`config.mk`:
```
export PLATFORM = sky130hd
export DESIGN_NAME = mul_div_unit
export DESIGN_NICKNAME = d
export VERILOG_FILES = /design/src/rtl/mul_div_unit_pkg.sv /design/src/rtl/md_sign_fix.sv /design/src/rtl/mul_div_unit.sv
export SDC_FILE = /design/constraint.sdc
export NUM_CORES = 1
export LEC_CHECK = 0
export CAP_MARGIN = 20
export CORE_MARGIN = 8
export CORE_UTILIZATION = 30
export CTS_BUF_LIST = sky130_fd_sc_hd__clkbuf_2 sky130_fd_sc_hd__clkbuf_4 sky130_fd_sc_hd__clkbuf_8
export DETAILED_ROUTE_END_ITERATION = 8
export DONT_BUFFER_PORTS = 1
export PLACE_DENSITY = 0.43
export SLEW_MARGIN = 40
export SYNTH_ARGS = -nofsm -noshare
export SYNTH_HDL_FRONTEND = slang
export SYNTH_SLANG_ARGS = --single-unit
```
`constraint.sdc`:
```
create_clock -name clk -period 6.2 [get_ports clk]
set_input_delay 0.62 -clock clk [delete_from_list [all_inputs] [get_ports clk]]
set_output_delay 0.62 -clock clk [all_outputs]
set_load 0.02 [all_outputs]
```
`src/rtl/mul_div_unit_pkg.sv`:
```
`default_nettype none
// +----------------------------------------------------------------------+
// | mul_div_unit_pkg : shared op/state encodings for the HI/LO unit      |
// | Revision 1.0                                                          |
// +----------------------------------------------------------------------+
package mul_div_unit_pkg;

  typedef enum logic [1:0] {
    OP_MULTU = 2'b00,
    OP_MULT  = 2'b01,
    OP_DIVU  = 2'b10,
    OP_DIV   = 2'b11
  } md_op_e;

  typedef enum logic [1:0] {
    ST_IDLE = 2'd0,
    ST_RUN  = 2'd1,
    ST_DONE = 2'd2
  } md_state_e;

  localparam int unsigned C_MD_STEPS = 32;

  function automatic logic op_is_div(input md_op_e op);
    return (op == OP_DIVU) || (op == OP_DIV);
  endfunction

  function automatic logic op_is_signed(input md_op_e op);
    return (op == OP_MULT) || (op == OP_DIV);
  endfunction

endpackage
`default_nettype wire

```
`src/rtl/md_sign_fix.sv`:
```
`default_nettype none
// +----------------------------------------------------------------------+
// | md_sign_fix : combinational conditional two's-complement negate      |
// | Revision 1.0                                                          |
// +----------------------------------------------------------------------+
module md_sign_fix #(
  parameter int unsigned WIDTH = 32
) (
  input  logic [WIDTH-1:0] in_i,
  input  logic             neg_i,
  output logic [WIDTH-1:0] out_o
);

  assign out_o = neg_i ? ((~in_i) + WIDTH'(1'b1)) : in_i;

endmodule
`default_nettype wire

```
`src/rtl/mul_div_unit.sv`:
```
`default_nettype none
// +----------------------------------------------------------------------+
// | mul_div_unit : iterative 32-bit MULT/MULTU/DIV/DIVU with HI/LO regs  |
// | Revision 1.0                                                          |
// +----------------------------------------------------------------------+
module mul_div_unit
  import mul_div_unit_pkg::*;
(
  input  logic        clk,
  input  logic        rst,
  input  logic        start,
  input  logic [1:0]  op,
  input  logic [31:0] a,
  input  logic [31:0] b,
  input  logic        hi_we,
  input  logic        lo_we,
  input  logic [31:0] wd,
  output logic [31:0] hi,
  output logic [31:0] lo,
  output logic        busy,
  output logic        done,
  output logic        div_by_zero
);

  md_state_e   r_state_q, r_state_d;
  md_op_e      r_op_q,    r_op_d;
  logic        r_sa_q,    r_sa_d;
  logic        r_sb_q,    r_sb_d;
  logic        r_dz_q,    r_dz_d;
  logic [4:0]  r_cnt_q,   r_cnt_d;
  logic [31:0] r_opnd_q,  r_opnd_d;
  logic [63:0] r_p_q,     r_p_d;
  logic [31:0] r_hi_q,    r_hi_d;
  logic [31:0] r_lo_q,    r_lo_d;

  md_op_e      w_op_in;
  logic        w_in_div;
  logic        w_in_signed;
  logic [31:0] w_abs_a;
  logic [31:0] w_abs_b;
  logic [32:0] w_add;
  logic        w_div_ge;
  logic [31:0] w_sub;
  logic [63:0] w_p_step;
  logic [63:0] w_prod;
  logic [31:0] w_quot;
  logic [31:0] w_rem;

  assign w_op_in     = md_op_e'(op);
  assign w_in_div    = op_is_div(w_op_in);
  assign w_in_signed = op_is_signed(w_op_in);

  md_sign_fix #(.WIDTH(32)) u_abs_a (.in_i(a), .neg_i(w_in_signed & a[31]), .out_o(w_abs_a));
  md_sign_fix #(.WIDTH(32)) u_abs_b (.in_i(b), .neg_i(w_in_signed & b[31]), .out_o(w_abs_b));

  // r_p_q holds {partial product, multiplier} or {remainder, dividend/quotient}.
  assign w_add    = {1'b0, r_p_q[63:32]} + (r_p_q[0] ? {1'b0, r_opnd_q} : 33'd0);
  assign w_div_ge = r_p_q[63:31] >= {1'b0, r_opnd_q};
  assign w_sub    = r_p_q[62:31] - r_opnd_q;
  assign w_p_step = op_is_div(r_op_q)
                  ? (w_div_ge ? {w_sub, r_p_q[30:0], 1'b1} : {r_p_q[62:0], 1'b0})
                  : {w_add, r_p_q[31:1]};

  // Final step feeds the sign fix directly so the result commits on the last RUN edge.
  md_sign_fix #(.WIDTH(64)) u_fix_prod (.in_i(w_p_step),        .neg_i(r_sa_q ^ r_sb_q), .out_o(w_prod));
  md_sign_fix #(.WIDTH(32)) u_fix_quot (.in_i(w_p_step[31:0]),  .neg_i(r_sa_q ^ r_sb_q), .out_o(w_quot));
  md_sign_fix #(.WIDTH(32)) u_fix_rem  (.in_i(w_p_step[63:32]), .neg_i(r_sa_q),          .out_o(w_rem));

  always_comb begin
    r_state_d = r_state_q;
    r_op_d    = r_op_q;
    r_sa_d    = r_sa_q;
    r_sb_d    = r_sb_q;
    r_dz_d    = r_dz_q;
    r_cnt_d   = r_cnt_q;
    r_opnd_d  = r_opnd_q;
    r_p_d     = r_p_q;
    r_hi_d    = r_hi_q;
    r_lo_d    = r_lo_q;
    unique case (r_state_q)
      ST_IDLE: begin
        if (start) begin
          r_state_d = ST_RUN;
          r_op_d    = w_op_in;
          r_sa_d    = w_in_signed & a[31];
          r_sb_d    = w_in_signed & b[31];
          r_dz_d    = w_in_div & (b == 32'd0);
          r_cnt_d   = 5'd0;
          r_opnd_d  = w_in_div ? w_abs_b : w_abs_a;
          r_p_d     = {32'd0, (w_in_div ? w_abs_a : w_abs_b)};
        end else begin
          if (hi_we) r_hi_d = wd;
          if (lo_we) r_lo_d = wd;
        end
      end
      ST_RUN: begin
        r_p_d   = w_p_step;
        r_cnt_d = r_cnt_q + 5'd1;
        if (r_cnt_q == 5'(C_MD_STEPS - 1)) begin
          r_state_d = ST_DONE;
          if (!r_dz_q) begin
            r_hi_d = op_is_div(r_op_q) ? w_rem  : w_prod[63:32];
            r_lo_d = op_is_div(r_op_q) ? w_quot : w_prod[31:0];
          end
        end
      end
      ST_DONE: begin
        r_state_d = ST_IDLE;
        if (hi_we) r_hi_d = wd;
        if (lo_we) r_lo_d = wd;
      end
      default: r_state_d = ST_IDLE;
    endcase
  end

  always_ff @(posedge clk or posedge rst) begin
    if (rst) begin
      r_state_q <= ST_IDLE;
      r_op_q    <= OP_MULTU;
      r_sa_q    <= 1'b0;
      r_sb_q    <= 1'b0;
      r_dz_q    <= 1'b0;
      r_cnt_q   <= 5'd0;
      r_opnd_q  <= 32'd0;
      r_p_q     <= 64'd0;
      r_hi_q    <= 32'd0;
      r_lo_q    <= 32'd0;
    end else begin
      r_state_q <= r_state_d;
      r_op_q    <= r_op_d;
      r_sa_q    <= r_sa_d;
      r_sb_q    <= r_sb_d;
      r_dz_q    <= r_dz_d;
      r_cnt_q   <= r_cnt_d;
      r_opnd_q  <= r_opnd_d;
      r_p_q     <= r_p_d;
      r_hi_q    <= r_hi_d;
      r_lo_q    <= r_lo_d;
    end
  end

  assign hi          = r_hi_q;
  assign lo          = r_lo_q;
  assign busy        = (r_state_q == ST_RUN);
  assign done        = (r_state_q == ST_DONE);
  assign div_by_zero = (r_state_q == ST_DONE) & r_dz_q;

endmodule
`default_nettype wire

```
==> impl_metrics.toml, run 1 <==
[run_status]
status = "complete, no violations"

[logic_synthesis]
ys.flop_type = "dfrtp_1"
synth_top_family_by_area = "compound AO/OA/AOI/OAI gates"
synth_fp_nets = 2204
synthSimpleGateAreaFrac = 0.2267
syn_area_mm2 = 0.01531
synth_seq_area_share = 0.2795
syn_area_per_cell_um2 = 7.546
syn_inst = 2029
synth_fa_ha_area_frac = 0.05982
synth_xor_area_frac = 0.08924
ys_types = 78
synth_compound_area_frac = 0.2685
muxShareOfSynthArea = 0.02909
async_reset_ff_frac = 1.000
synth_warnings = 0
ys_ff_latch = 171
synth_edf_count = 0

[critical_path]
crit_chain = "ha_1, a21oi_2, nand2_1, a221oi_2, and3_1, a21oi_2, nor2_1, ha_1, o211ai_1, nor4_1, nand2_1, a2111oi_0, buf_4, and3_1, or2_2, nor2_1, nand4b_1, o21ai_0, xor2_1, a31oi_1"
r2r_cells = 20
worst-path-stages = 20
crit_path_end_kind = "flop"
cp_top_family = "simple AND/OR/NAND/NOR gates"
path_max_fanout = 7
worstSetupStartpoint = "r_p_q[54]$_DFFE_PP0P_"
r2r_start = "r_p_q[54]$_DFFE_PP0P_"
required_ns = 6.56
path_buf_inv = 1
crit_path_max_incr_delay_ns = 0.45
critPathLaunchType = "flop"
cp.arrival_ns = 5.83
criticalPathCategory = "flop to flop"
slowest_stage = "dfrtp_1"

[timing]
worst_pin_slew_ns = 0.8416
rsz0062_at_grt = "false"
setup_viol_count_final = 0
slew_headroom = 0.4381
fin_crit_sh = 0.8827
min_period_ns = 5.473
fin_skew_ns = 0.01927
fin_tns_setup_ns = 0
fmax_mhz = 182.7
maxSlewViolCount = 0
final_hold_viol_count = 0

[clock_network]
htree_levels = 4
tritoncts = "yes"
clock_sinks = 171
cts_root_buf = "clkbuf_8"
clockBufferDepth = 2
clock_latency_ns = 0.52
postCtsResizedCells = 0
post_cts_buffers = 0
cts_buffers = 17
ctsHoldBuffers = 0
clk_pin_slew_ns = 0.10

[final_layout]
final_layout_size_suffix_gt1_frac = 0.05542
syn2layout_area_growth_pct = 7.715
final_area_mm2 = 0.01649
nNetsFinal = 2147

[floorplan]
rows = 82
die_h_um = 241.9
fp.dieW_um = 241.9
io_pins = 170
core_area_mm2 = 0.05027
die-area_mm2 = 0.05852
start_util = 0.3046

[min_path]
hp-class = "primary input to asynchronous set/reset pin"

[route]
firstDrtPassIters = 6
wl_per_cell_um = 24.74
vias = 15320
wirelength_um = 65790
drt_iter0_drc = 1363
post-route-drc-count = 0
postRouteAntennaNets = 0
vias_per_cell = 5.760

[grt]
grt_usage = 0.2186
grt_max_degree = 126
gr-total-overflow = 0
grt_pass1_wl_um = 98260
antenna_found_initial = 2
grt_pass1_vias = 14650

[place]
postPlaceCellArea_mm2 = 0.01605
portBuffers = 0
gp_congestion = 0.9129
dp_hpwl_um = 52270

[run]
cap_violations = 0
==> synthesized netlist by cell type (5+ instances only) <==
cell type    n  area, um2
a221o_1      6      60.06
xnor2_1     93      814.5
a22oi_1     10      75.07
o22ai_1      8      50.05
a21o_1      18      135.1
or2_2        7      43.79
or4_1        5      37.54
inv_1       69      259.0
nand2_1    261      979.7
nor3_1      37      185.2
xor2_1      63      551.8
o21ai_0    184      920.9
o21bai_1     8      60.06
mux2i_1     40      400.4
o31ai_1      9      67.56
o41ai_1      7      61.31
a211oi_1     7      52.55
nor2b_1     11      68.82
a221oi_1    13      113.9
nor3b_1     10      75.07
buf_2        7      35.03
nor4_1      18      112.6
a21boi_0     5      37.54
a22o_1      15      131.4
a211o_1      5      43.79
ha_1        70      875.8
and3_1      21      131.4
dfrtp_1    171       4279
a21oi_1    207       1036
nand2b_1    17      106.4
nand3_1     37      185.2
buf_1       11      41.29
o221ai_1    34      297.8
and4_1       5      43.79
o211ai_1    27      202.7
and2_1      50      312.8
o21a_1      13      97.59
a41oi_1     10      87.58
nand4_1     27      168.9
clkbuf_1    95      356.6
or3_1       17      106.4
nor2_1     193      724.4
a31oi_1     48      300.3
==> final timing paths <==
| path | endpoint | slack, ns |
|---|---|---|
| max | hi[24]$_DFFE_PP0P_ | 0.73 |
| min | hi[7]$_DFFE_PP0P_ | 0.02 |
| max reg2reg | hi[24]$_DFFE_PP0P_ | 0.73 |
| min in group clk | r_op_q[1]$_DFFE_PP0P_ | 0.24 |
| min reg2reg | r_cnt_q[3]$_DFFE_PP0P_ | 0.49 |
| max in group asynchronous | r_op_q[1]$_DFFE_PP0P_ | 5.01 |
==> state kept, by name (all words and copies together) (netlist names) <==
signal / flops
hi: 32
lo: 32
r_cnt_q: 5
r_dz_q: 1
r_op_q: 1
r_opnd_q: 32
r_p_q: 64
r_sa_q: 1
r_sb_q: 1
r_state_q: 2
==> layout make-up <==
type / count / area (um2)
Tap cell: 672 / 840.8
Timing Repair Buffer: 40 / 342.8
Sequential cell: 171 / 4283
Inverter: 70 / 267.8
Clock buffer: 19 / 249.0
Antenna cell: 2 / 5.005
Fill cell: 5441 / 33780
Clock inverter: 13 / 142.6
Multi-Input combinational cell: 1672 / 10360
==> metrics by stage <==
stage / cells / util / hold slack, ns / worst slack, ns
after floorplan: 2029 / - / 0.4500 / 0.9482
after global placement: 2623 / 0.3191 / 0.4731 / 0.9876
after detailed placement: 2624 / 0.3193 / 0.4810 / 0.9027
after CTS: 2656 / 0.3271 / 0.03250 / 0.8722
after global routing: 2658 / 0.3280 / 0.05853 / 0.2453
final: 2659 / 0.3280 / 0.02248 / 0.7271
==> kinds of logic (layout without fill, tap and decap cells) <==
family	after synthesis	in the layout
AO/OA/AOI/OAI	665	665
flip-flops	171	171
adder cells (fa/ha/maj)	72	72
other	0	2
multiplexers	44	44
AND/OR/NAND/NOR	735	735
buffers and inverters	186	142
XOR/XNOR	156	156
==> cells in the final DEF, fill, tap and decap left out, drive strengths merged, types with 18 or more instances in the layout <==
| cell type | netlist | final |
|---|---|---|
| a21o | 18 | 18 |
| a21oi | 208 | 208 |
| a31oi | 48 | 48 |
| and2 | 50 | 50 |
| and3 | 21 | 21 |
| buf | 21 | 39 |
| clkbuf | 95 | 19 |
| dfrtp | 171 | 171 |
| ha | 70 | 70 |
| inv | 69 | 72 |
| mux2i | 40 | 40 |
| nand2 | 261 | 261 |
| nand3 | 38 | 38 |
| nand4 | 27 | 27 |
| nor2 | 193 | 193 |
| nor3 | 37 | 37 |
| nor4 | 20 | 20 |
| o211ai | 27 | 27 |
| o21ai | 188 | 188 |
| o221ai | 34 | 34 |
| xnor2 | 93 | 93 |
| xor2 | 63 | 63 |
==> layer usage <==
layer  GRT usage  wire length, um  up-vias
met4     0.05623             1483        0
met5           0                0        -
met2      0.3619            31140      473
met1      0.2905            29300     7527
met3     0.04034             3865       67
li1            -                -     7248
Power of run 1 is not shown: default switching activity piles up to over one toggle a cycle in this logic, so the estimate is an artifact.
==> run 2, diff against run 1 <==
--- a/config.mk
+++ b/config.mk
@@ -7,12 +7,13 @@
 export LEC_CHECK = 0
 export CAP_MARGIN = 20
 export CORE_MARGIN = 8
-export CORE_UTILIZATION = 30
+export CORE_UTILIZATION = 35
 export CTS_BUF_LIST = sky130_fd_sc_hd__clkbuf_2 sky130_fd_sc_hd__clkbuf_4 sky130_fd_sc_hd__clkbuf_8
 export DETAILED_ROUTE_END_ITERATION = 8
 export DONT_BUFFER_PORTS = 1
-export PLACE_DENSITY = 0.43
-export SLEW_MARGIN = 40
+export MAX_ROUTING_LAYER = met4
+export PLACE_DENSITY = 0.48
+export SLEW_MARGIN = 20
 export SYNTH_ARGS = -nofsm -noshare
 export SYNTH_HDL_FRONTEND = slang
 export SYNTH_SLANG_ARGS = --single-unit
==> run 2 against run 1 <==
Routed wire length fell by 2.5%. Setup slack better by 0.076 ns. Critical path depth stayed put. Utilization is 5.3 points higher. Global-route usage grew 3.9 points. Non-clock buffer count increased by 14. Flip-flop and latch count unchanged. Final cell count decreased by 2.9%. First-iteration DRC count grew 7.6%. Die area fell by 13%. Hold slack improved by 0.024 ns. Final area down 0.36%. Critical endpoint is now hi[22]$_DFFE_PP0P_.
==> impl_metrics.toml, run 2 (synthesized netlist as in run 1, its figures left out) <==
[floorplan]
die-area_mm2 = 0.05069
rows = 76
io_pins = 170
die_h_um = 225.2
fp.dieW_um = 225.2
start_util = 0.3547
core_area_mm2 = 0.04317

[timing]
rsz0062_at_grt = "false"
min_period_ns = 5.397
fmax_mhz = 185.3
fin_skew_ns = 0.02271
fin_ws_ns = 0.8029
final_hold_viol_count = 0
setup_viol_count_final = 0
fin_tns_setup_ns = 0
fin_crit_sh = 0.8705
slew_headroom = 0.3593
maxSlewViolCount = 0
worst_pin_slew_ns = 0.9510

[clock_network]
htree_levels = 4
clk_pin_slew_ns = 0.10
clock_sinks = 171
tritoncts = "yes"
cts_root_buf = "clkbuf_8"
postCtsResizedCells = 0
clock_latency_ns = 0.53
post_cts_buffers = 0
clockBufferDepth = 2
cts_buffers = 17
ctsHoldBuffers = 0

[final_layout]
diodes = 0
final_cell_mix = "nand2_1, a21oi_1, nor2_1, o21ai_0, dfrtp_1"
seq_area_mm2 = 0.004283
final_area_mm2 = 0.01643
largest_register_ffs = 64
syn2layout_area_growth_pct = 7.322
n_fill_cell = 4646
multi_input_area_mm2 = 0.01035
mostFrequentLayoutCell = "nand2_1"
nNetsFinal = 2161
top_register = "r_p_q"
final_layout_size_suffix_gt1_frac = 0.06056

[critical_path]
crit_path_end_kind = "flop"
critPathLaunchType = "flop"
path_max_fanout = 7
required_ns = 6.60
cp.arrival_ns = 5.79
criticalPathCategory = "flop to flop"

[route]
post-route-drc-count = 0
wirelength_um = 64150
vias = 15400
firstDrtPassIters = 7
vias_per_cell = 5.961
postRouteAntennaNets = 0
wl_per_cell_um = 24.84
drt_iter0_drc = 1466

[min_path]
hp-class = "primary input to asynchronous set/reset pin"

[run]
cap_violations = 0

[grt]
grt_pass1_wl_um = 96330
grt_pass1_vias = 14720
grt_max_degree = 126
grt_usage = 0.2578
antenna_found_initial = 6
gr-total-overflow = 0

[place]
postPlaceCellArea_mm2 = 0.01607
gp_congestion = 0.9183
dp_hpwl_um = 51250
portBuffers = 0
detailedPlace.worstSlack_ns = 0.8814

[run_status]
status = "complete, no violations"
run 2: cell type report:
class	instances	share of cell area
Clock buffer	21	0.01721
Clock inverter	10	0.005102
Inverter	70	0.01629
Multi-Input combinational cell	1672	0.6300
Sequential cell	171	0.2606
Tap cell	585	0.04454
Timing Repair Buffer	54	0.02619
run 2: per-layer routing:
layer,vias to the layer above,global-route usage,share of wire
met2,522,0.4087,0.47
met4,0,0.07170,0.026
li1,7262,-,-
met5,-,-,0
met3,76,0.04450,0.065
met1,7537,0.3362,0.44
run 2: final timing paths:
path | start | to | slack [ns] | cells after the start
setup reg to reg | r_p_q[54]$_DFFE_PP0P_ | hi[22]$_DFFE_PP0P_ | 0.80 | 20
hold / removal | rst | hi[5]$_DFFE_PP0P_ | 0.05 | 1
max in group asynchronous | rst | r_op_q[1]$_DFFE_PP0P_ | 5.02 | 2
min in group clk | wd[23] | lo[23]$_DFFE_PP0P_ | 0.25 | 2
setup / recovery | r_p_q[54]$_DFFE_PP0P_ | hi[22]$_DFFE_PP0P_ | 0.80 | 20
hold reg to reg | r_cnt_q[3]$_DFFE_PP0P_ | r_cnt_q[3]$_DFFE_PP0P_ | 0.50 | 1
run 2: worst max-delay path: stages, from the launching register on:
cell and delay (ns):
dfrtp_1 0.43, ha_1 0.39, a21oi_2 0.30, nand2_1 0.11
a221oi_2 0.39, and3_1 0.37, a21oi_2 0.11, nor2_1 0.30
ha_1 0.29, o211ai_1 0.17, nor4_1 0.32, nand2_1 0.14
a2111oi_0 0.42, buf_4 0.21, and3_1 0.26, or2_2 0.24
a22o_1 0.16, nand2_1 0.11, o41ai_1 0.32, xnor2_1 0.17
o21ai_1 0.07
run 2: metrics by stage:
step                instances  hold slack (ns)    util
finish                   2583          0.04657  0.3806
global route             2583          0.09518  0.3806
CTS                      2583          0.06422  0.3806
detailed placement       2552           0.4827  0.3721
global placement         2552           0.4755  0.3721
floorplan                2029           0.4500       -
Power of run 2 is left out for the same reason.
